===== src/rtl/alu_result_stage_if.sv =====
// Handshake bundle between an ALU and its result stage: push side, pop side,
// sticky flag status and drop statistics.
interface alu_result_stage_if #(
   parameter int WIDTH  = 32,
   parameter int OP_LEN = 5,
   parameter int DEPTH  = 4
);
   localparam int LW = $clog2(DEPTH) + 1;

   logic              in_valid;
   logic              in_ready;
   logic [OP_LEN-1:0] in_opcode;
   logic [WIDTH-1:0]  in_result;
   logic              in_cout;
   logic              in_neg;
   logic              in_ovf;
   logic              in_zero;
   logic              out_valid;
   logic              out_ready;
   logic [WIDTH-1:0]  out_result;
   logic [OP_LEN-1:0] out_opcode;
   logic [3:0]        out_flags;
   logic [3:0]        sticky_flags;
   logic              sticky_clr;
   logic [15:0]       drop_cnt;
   logic [LW-1:0]     level;

   modport slave (
      input  in_valid, in_opcode, in_result, in_cout, in_neg, in_ovf, in_zero,
      input  out_ready, sticky_clr,
      output in_ready, out_valid, out_result, out_opcode, out_flags,
      output sticky_flags, drop_cnt, level
   );

   modport master (
      output in_valid, in_opcode, in_result, in_cout, in_neg, in_ovf, in_zero,
      output out_ready, sticky_clr,
      input  in_ready, out_valid, out_result, out_opcode, out_flags,
      input  sticky_flags, drop_cnt, level
   );
endinterface


===== src/rtl/alu_result_stage.sv =====
// ALU result FIFO: legal opcodes (1..3) are queued with flags, others are counted and dropped.
// One-cycle latency to head; in_ready drops when full (registered), out_valid holds until out_ready.
module alu_result_stage #(
   parameter int WIDTH  = 32,
   parameter int OP_LEN = 5,
   parameter int DEPTH  = 4
) (
   input logic               clk,
   input logic               rst_n,
   alu_result_stage_if.slave bus
);
   localparam int PW = $clog2(DEPTH);
   localparam int LW = PW + 1;
   localparam logic [LW-1:0] FULL = LW'(DEPTH);

   typedef struct packed {
      logic [WIDTH-1:0]  result;
      logic [OP_LEN-1:0] opcode;
      logic [3:0]        flags;
   } entry_t;

   entry_t        mem_q [DEPTH];
   logic [PW-1:0] wr_ptr_q, wr_ptr_d;
   logic [PW-1:0] rd_ptr_q, rd_ptr_d;
   logic [LW-1:0] level_q, level_d;
   logic [3:0]    sticky_q, sticky_d;
   logic [15:0]   drop_cnt_q, drop_cnt_d;
   logic          legal, xfer, push, drop, pop;
   entry_t        in_entry, head;

   always_comb begin
      in_entry.result = bus.in_result;
      in_entry.opcode = bus.in_opcode;
      in_entry.flags  = {bus.in_cout, bus.in_neg, bus.in_ovf, bus.in_zero};

      legal = (bus.in_opcode == OP_LEN'(1)) || (bus.in_opcode == OP_LEN'(2)) ||
              (bus.in_opcode == OP_LEN'(3));
      // Acceptance looks only at registered occupancy, so a same-cycle pop never opens a full FIFO.
      xfer  = bus.in_valid && (level_q != FULL);
      push  = xfer && legal;
      drop  = xfer && !legal;
      pop   = (level_q != '0) && bus.out_ready;

      wr_ptr_d = push ? wr_ptr_q + PW'(1) : wr_ptr_q;
      rd_ptr_d = pop  ? rd_ptr_q + PW'(1) : rd_ptr_q;
      level_d  = level_q + LW'(push) - LW'(pop);

      sticky_d = sticky_q;
      if (push) begin
         sticky_d = bus.sticky_clr ? in_entry.flags : (sticky_q | in_entry.flags);
      end else if (bus.sticky_clr) begin
         sticky_d = '0;
      end

      drop_cnt_d = drop_cnt_q;
      if (drop && (drop_cnt_q != 16'hFFFF)) begin
         drop_cnt_d = drop_cnt_q + 16'd1;
      end

      head = (level_q != '0) ? mem_q[rd_ptr_q] : '0;
   end

   always_ff @(posedge clk or negedge rst_n) begin
      if (!rst_n) begin
         wr_ptr_q   <= '0;
         rd_ptr_q   <= '0;
         level_q    <= '0;
         sticky_q   <= '0;
         drop_cnt_q <= '0;
      end else begin
         wr_ptr_q   <= wr_ptr_d;
         rd_ptr_q   <= rd_ptr_d;
         level_q    <= level_d;
         sticky_q   <= sticky_d;
         drop_cnt_q <= drop_cnt_d;
      end
   end

   // Storage needs no reset: entries are only visible through level_q.
   always_ff @(posedge clk) begin
      if (push) begin
         mem_q[wr_ptr_q] <= in_entry;
      end
   end

   assign bus.in_ready     = (level_q != FULL);
   assign bus.out_valid    = (level_q != '0);
   assign bus.out_result   = head.result;
   assign bus.out_opcode   = head.opcode;
   assign bus.out_flags    = head.flags;
   assign bus.sticky_flags = sticky_q;
   assign bus.drop_cnt     = drop_cnt_q;
   assign bus.level        = level_q;
endmodule


===== src/flat_wrapper.sv =====
// flat-port wrapper written by rule: the top's interface ports become plain ports
module alu_result_stage_flat 
#(
   parameter int WIDTH  = 32,
   parameter int OP_LEN = 5,
   parameter int DEPTH  = 4
)
  (clk, rst_n, bus_in_valid, bus_in_opcode, bus_in_result, bus_in_cout, bus_in_neg, bus_in_ovf, bus_in_zero, bus_out_ready, bus_sticky_clr, bus_in_ready, bus_out_valid, bus_out_result, bus_out_opcode, bus_out_flags, bus_sticky_flags, bus_drop_cnt, bus_level);
  alu_result_stage_if #(.WIDTH(WIDTH), .OP_LEN(OP_LEN), .DEPTH(DEPTH)) bus_i ();
  input logic clk;
  input logic rst_n;
  input wire logic [$bits(bus_i.in_valid)-1:0] bus_in_valid;
  input wire logic [$bits(bus_i.in_opcode)-1:0] bus_in_opcode;
  input wire logic [$bits(bus_i.in_result)-1:0] bus_in_result;
  input wire logic [$bits(bus_i.in_cout)-1:0] bus_in_cout;
  input wire logic [$bits(bus_i.in_neg)-1:0] bus_in_neg;
  input wire logic [$bits(bus_i.in_ovf)-1:0] bus_in_ovf;
  input wire logic [$bits(bus_i.in_zero)-1:0] bus_in_zero;
  input wire logic [$bits(bus_i.out_ready)-1:0] bus_out_ready;
  input wire logic [$bits(bus_i.sticky_clr)-1:0] bus_sticky_clr;
  output wire logic [$bits(bus_i.in_ready)-1:0] bus_in_ready;
  output wire logic [$bits(bus_i.out_valid)-1:0] bus_out_valid;
  output wire logic [$bits(bus_i.out_result)-1:0] bus_out_result;
  output wire logic [$bits(bus_i.out_opcode)-1:0] bus_out_opcode;
  output wire logic [$bits(bus_i.out_flags)-1:0] bus_out_flags;
  output wire logic [$bits(bus_i.sticky_flags)-1:0] bus_sticky_flags;
  output wire logic [$bits(bus_i.drop_cnt)-1:0] bus_drop_cnt;
  output wire logic [$bits(bus_i.level)-1:0] bus_level;
  assign bus_i.in_valid = bus_in_valid;
  assign bus_i.in_opcode = bus_in_opcode;
  assign bus_i.in_result = bus_in_result;
  assign bus_i.in_cout = bus_in_cout;
  assign bus_i.in_neg = bus_in_neg;
  assign bus_i.in_ovf = bus_in_ovf;
  assign bus_i.in_zero = bus_in_zero;
  assign bus_i.out_ready = bus_out_ready;
  assign bus_i.sticky_clr = bus_sticky_clr;
  assign bus_in_ready = bus_i.in_ready;
  assign bus_out_valid = bus_i.out_valid;
  assign bus_out_result = bus_i.out_result;
  assign bus_out_opcode = bus_i.out_opcode;
  assign bus_out_flags = bus_i.out_flags;
  assign bus_sticky_flags = bus_i.sticky_flags;
  assign bus_drop_cnt = bus_i.drop_cnt;
  assign bus_level = bus_i.level;
  alu_result_stage #(.WIDTH(WIDTH), .OP_LEN(OP_LEN), .DEPTH(DEPTH)) u_core (.clk(clk), .rst_n(rst_n), .bus(bus_i));
endmodule

===== config.mk =====
export PLATFORM = sky130hd
export DESIGN_NAME = alu_result_stage_flat
export DESIGN_NICKNAME = d
export VERILOG_FILES = /design/src/rtl/alu_result_stage_if.sv /design/src/rtl/alu_result_stage.sv /design/src/flat_wrapper.sv
export SDC_FILE = /design/constraint.sdc
export NUM_CORES = 1
export LEC_CHECK = 0
export ABC_AREA = 1
export CAP_MARGIN = 0
export CORE_MARGIN = 3
export CORE_UTILIZATION = 40
export DETAILED_ROUTE_END_ITERATION = 10
export GPL_ROUTABILITY_DRIVEN = 0
export SLEW_MARGIN = 20
export SYNTH_ARGS = -nofsm -noshare
export SYNTH_HDL_FRONTEND = slang
export SYNTH_SLANG_ARGS = --single-unit

===== constraint.sdc =====
create_clock -name clk -period 3.1 [get_ports clk]
set_input_delay 0.465 -clock clk [delete_from_list [all_inputs] [get_ports clk]]
set_output_delay 0.465 -clock clk [all_outputs]
set_load 0.05 [all_outputs]

==> run summary <==
status = complete, no violations
largest net degree at the start of global routing = 85
Max-Cap Viols = 0
asr flop ratio synth = 14.1%
period utilization = 93.1%
worst hold path class = primary input to async pin
total die area = 0.0216 sq mm
Finish-stage setup viols = 0
largest stage delay on the critical path = 0.70 ns
area delta synth->final = 32.2%
number of hold buffers added after cts = 0
P per Cell Area = 1120 mW/mm^2
Die X = 147 microns
number of synthesized flops with an enable pin = 164
dominant cell type by area after synthesis = edfxtp_1
# IOs = 112
H-Tree Depth = 4
crit start category = flip-flop
FF-to-FF setup slack = 0.99 ns
first-pass GRT wire length = 28.7 mm
Yosys top cell area share = 62.1%
Netlist cell types = 28
total wire length = 17.9 mm
Peak VDD IR = 0.000685 V
CP Max Fanout = 84
clock sinks = 191
Post-synth top flop = edfxtp_1
row cnt = 50
Clk Latency, worst-skew pair = 0.42 ns
r2r startpoint = u_core.bus.level[1]
Clock transition at path regs = 0.07 ns
Cells after DPL = 1,057
Critical path buffers and inverters = 2
vias in the first global route = 5,471
worst reg2reg path depth = 11
post-CTS resize count = 0
drt drc = 0
fraction of layout cells with a size suffix above 1 = 13.3%
CP Capture Type = primary output
GRT overflow = 0
Die H = 147 microns
flops & latches, synth = 191
DR vias = 5,333
most frequent cells in the layout = nor2_1 (185), edfxtp_1 (164), o21ai_0 (78), nand2_1 (73), clkdlybuf4s50_1 (70)
area of the core = 0.0191 sq mm
Slew HR = 41.0%
DR pass1 iterations = 4
unrepaired setup endpoints after global routing = no
CTS buffer count = 17
post-layout util = 55.0%
IO buf count = 111
Mapped Cells = 701
initial antenna violation count = 0
GRT Util Overall = 16.9%
critical path type = flip-flop to primary output
worst slew pin tran = 0.885 ns
most used cell, CP = nor2_1
Syn Nets = 755
Ys Warns = 0
Antenna Cells = 0
critical path data required time = 2.63 ns
fmax = 346 MHz
Leak = 3.75 nW
Final HPWL DP = 11.2 mm
Max Slew Vio Count = 0
Nets = 870
vias per inst = 4.90
setup bufs post-CTS = 0
drt wl/cell = 16.4 microns
CTS tree = yes
sequential share of the synthesized area = 70.6%
DR iter-0 viols = 335
clk_skew = 0.00665 ns
starting density of the core = 41.6%
Final Hold Vio Count = 0
Arr. time, crit path = 2.42 ns
CTS Root Cell = clkbuf_16
Max clock buf depth = 2
fin cells = 1,089
top cells by area, synth = edfxtp_1 (62%), nor2_1 (8.9%), dfrtp_1 (8.5%)
post-synthesis average cell area = 11.3 sq um
FF-to-FF End = u_core.bus.level[2]
most common cell after layout, fill and taps aside = nor2_1
synthesized area = 0.00794 sq mm
minimum clock period = 2.89 ns
CP max-delay cell = buf_4
ANT nets after route = 0
CP delay by family, top = buffers and inverters
crit path cell chain = buf_4, nor2_1, nor2_1, o21ai_0, a21oi_1, buf_12
[cell type report]
class | instances | area (sq um)
Clock buffer | 23 | 488
Clock inverter | 9 | 180
Fill cell | 1599 | 8590
Inverter | 35 | 131
Multi-Input combinational cell | 443 | 2090
Sequential cell | 191 | 5600
Tap cell | 260 | 325
Timing Repair Buffer | 128 | 1670
[sequential cells by signal, indices dropped and copies added, names as in the netlist]
name / flops
u_core.rd_ptr_q: 2
u_core.mem_q: 164
u_core.bus.sticky_flags: 4
u_core.bus.drop_cnt: 16
u_core.bus.level: 3
u_core.wr_ptr_q: 2
[how the worst max path moves through the flow]
stage	from	endpoint	slack, ns	cells after the start
after floorplan	u_core.bus.level[1]	u_core.mem_q[0][0]	-0.58	6
final	u_core.rd_ptr_q[0]	bus_out_flags[1]	0.21	6
after CTS	u_core.rd_ptr_q[0]	bus_out_flags[1]	0.18	6
after global placement	bus_in_opcode[3]	u_core.bus.level[1]	0.45	11
after detailed placement	bus_in_opcode[3]	u_core.bus.level[2]	0.41	11
after global routing	u_core.rd_ptr_q[0]	bus_out_flags[1]	0.01	6
[power breakdown]
group	leakage [nW]	internal (W)	switching [W]
clock	0.312	0.00152	0.000885
sequential	1.83	0.00296	0.000176
combinational	1.62	0.00246	0.00377
total	3.75	0.00694	0.00484
[cell families (layout without fill, tap and decap cells)]
logic type | Yosys count | count (layout) | synth area share (%)
AO/OA/AOI/OAI | 141 | 141 | 9.08
buffers and inverters | 67 | 195 | 3.53
AND/OR/NAND/NOR | 284 | 284 | 14.3
XOR/XNOR | 10 | 10 | 1.10
adder cells (fa/ha/maj) | 8 | 8 | 1.36
flip-flops | 191 | 191 | 70.6
[through the flow]
step	hold slack [ns]	setup TNS [ns]	total power (W)	cell area (sq um)	worst slack [ns]
final	0.445	0	0.0118	10500	0.212
after global routing	0.452	0	0.0123	10500	0.0113
after CTS	0.438	0	0.0119	10500	0.183
after detailed placement	0.525	0	0.00947	9820	0.409
after global placement	0.523	0	0.00941	9820	0.455
after floorplan	0.169	-95.60	0.00663	7940	-0.583
[layer usage]
layer  global-route usage (%)  up-vias  share of wire [%]  wire length (microns)
li1                         -     2619                  -                      -
met1                     21.6     2542                 44                   7790
met2                     28.0      154                 49                   8670
met3                     4.66       18                6.7                   1200
met4                     5.17        0                1.1                    192
met5                        0        -                  0                      0
[Yosys cell counts (2+ instances only)]
| master | instances |
|---|---|
| xor2_1 | 5 |
| nand3_1 | 7 |
| a21oi_1 | 41 |
| o21ai_1 | 18 |
| nor2_1 | 189 |
| inv_1 | 32 |
| inv_2 | 2 |
| buf_2 | 8 |
| nand4_1 | 4 |
| nand2_1 | 73 |
| nand3b_1 | 2 |
| nor2_4 | 3 |
| nand2_2 | 3 |
| edfxtp_1 | 164 |
| ha_1 | 7 |
| o21ai_0 | 78 |
| dfrtp_1 | 27 |
| o21ai_2 | 4 |
| xnor2_1 | 5 |
| clkbuf_1 | 21 |
(Power assumes the default switching activity.)
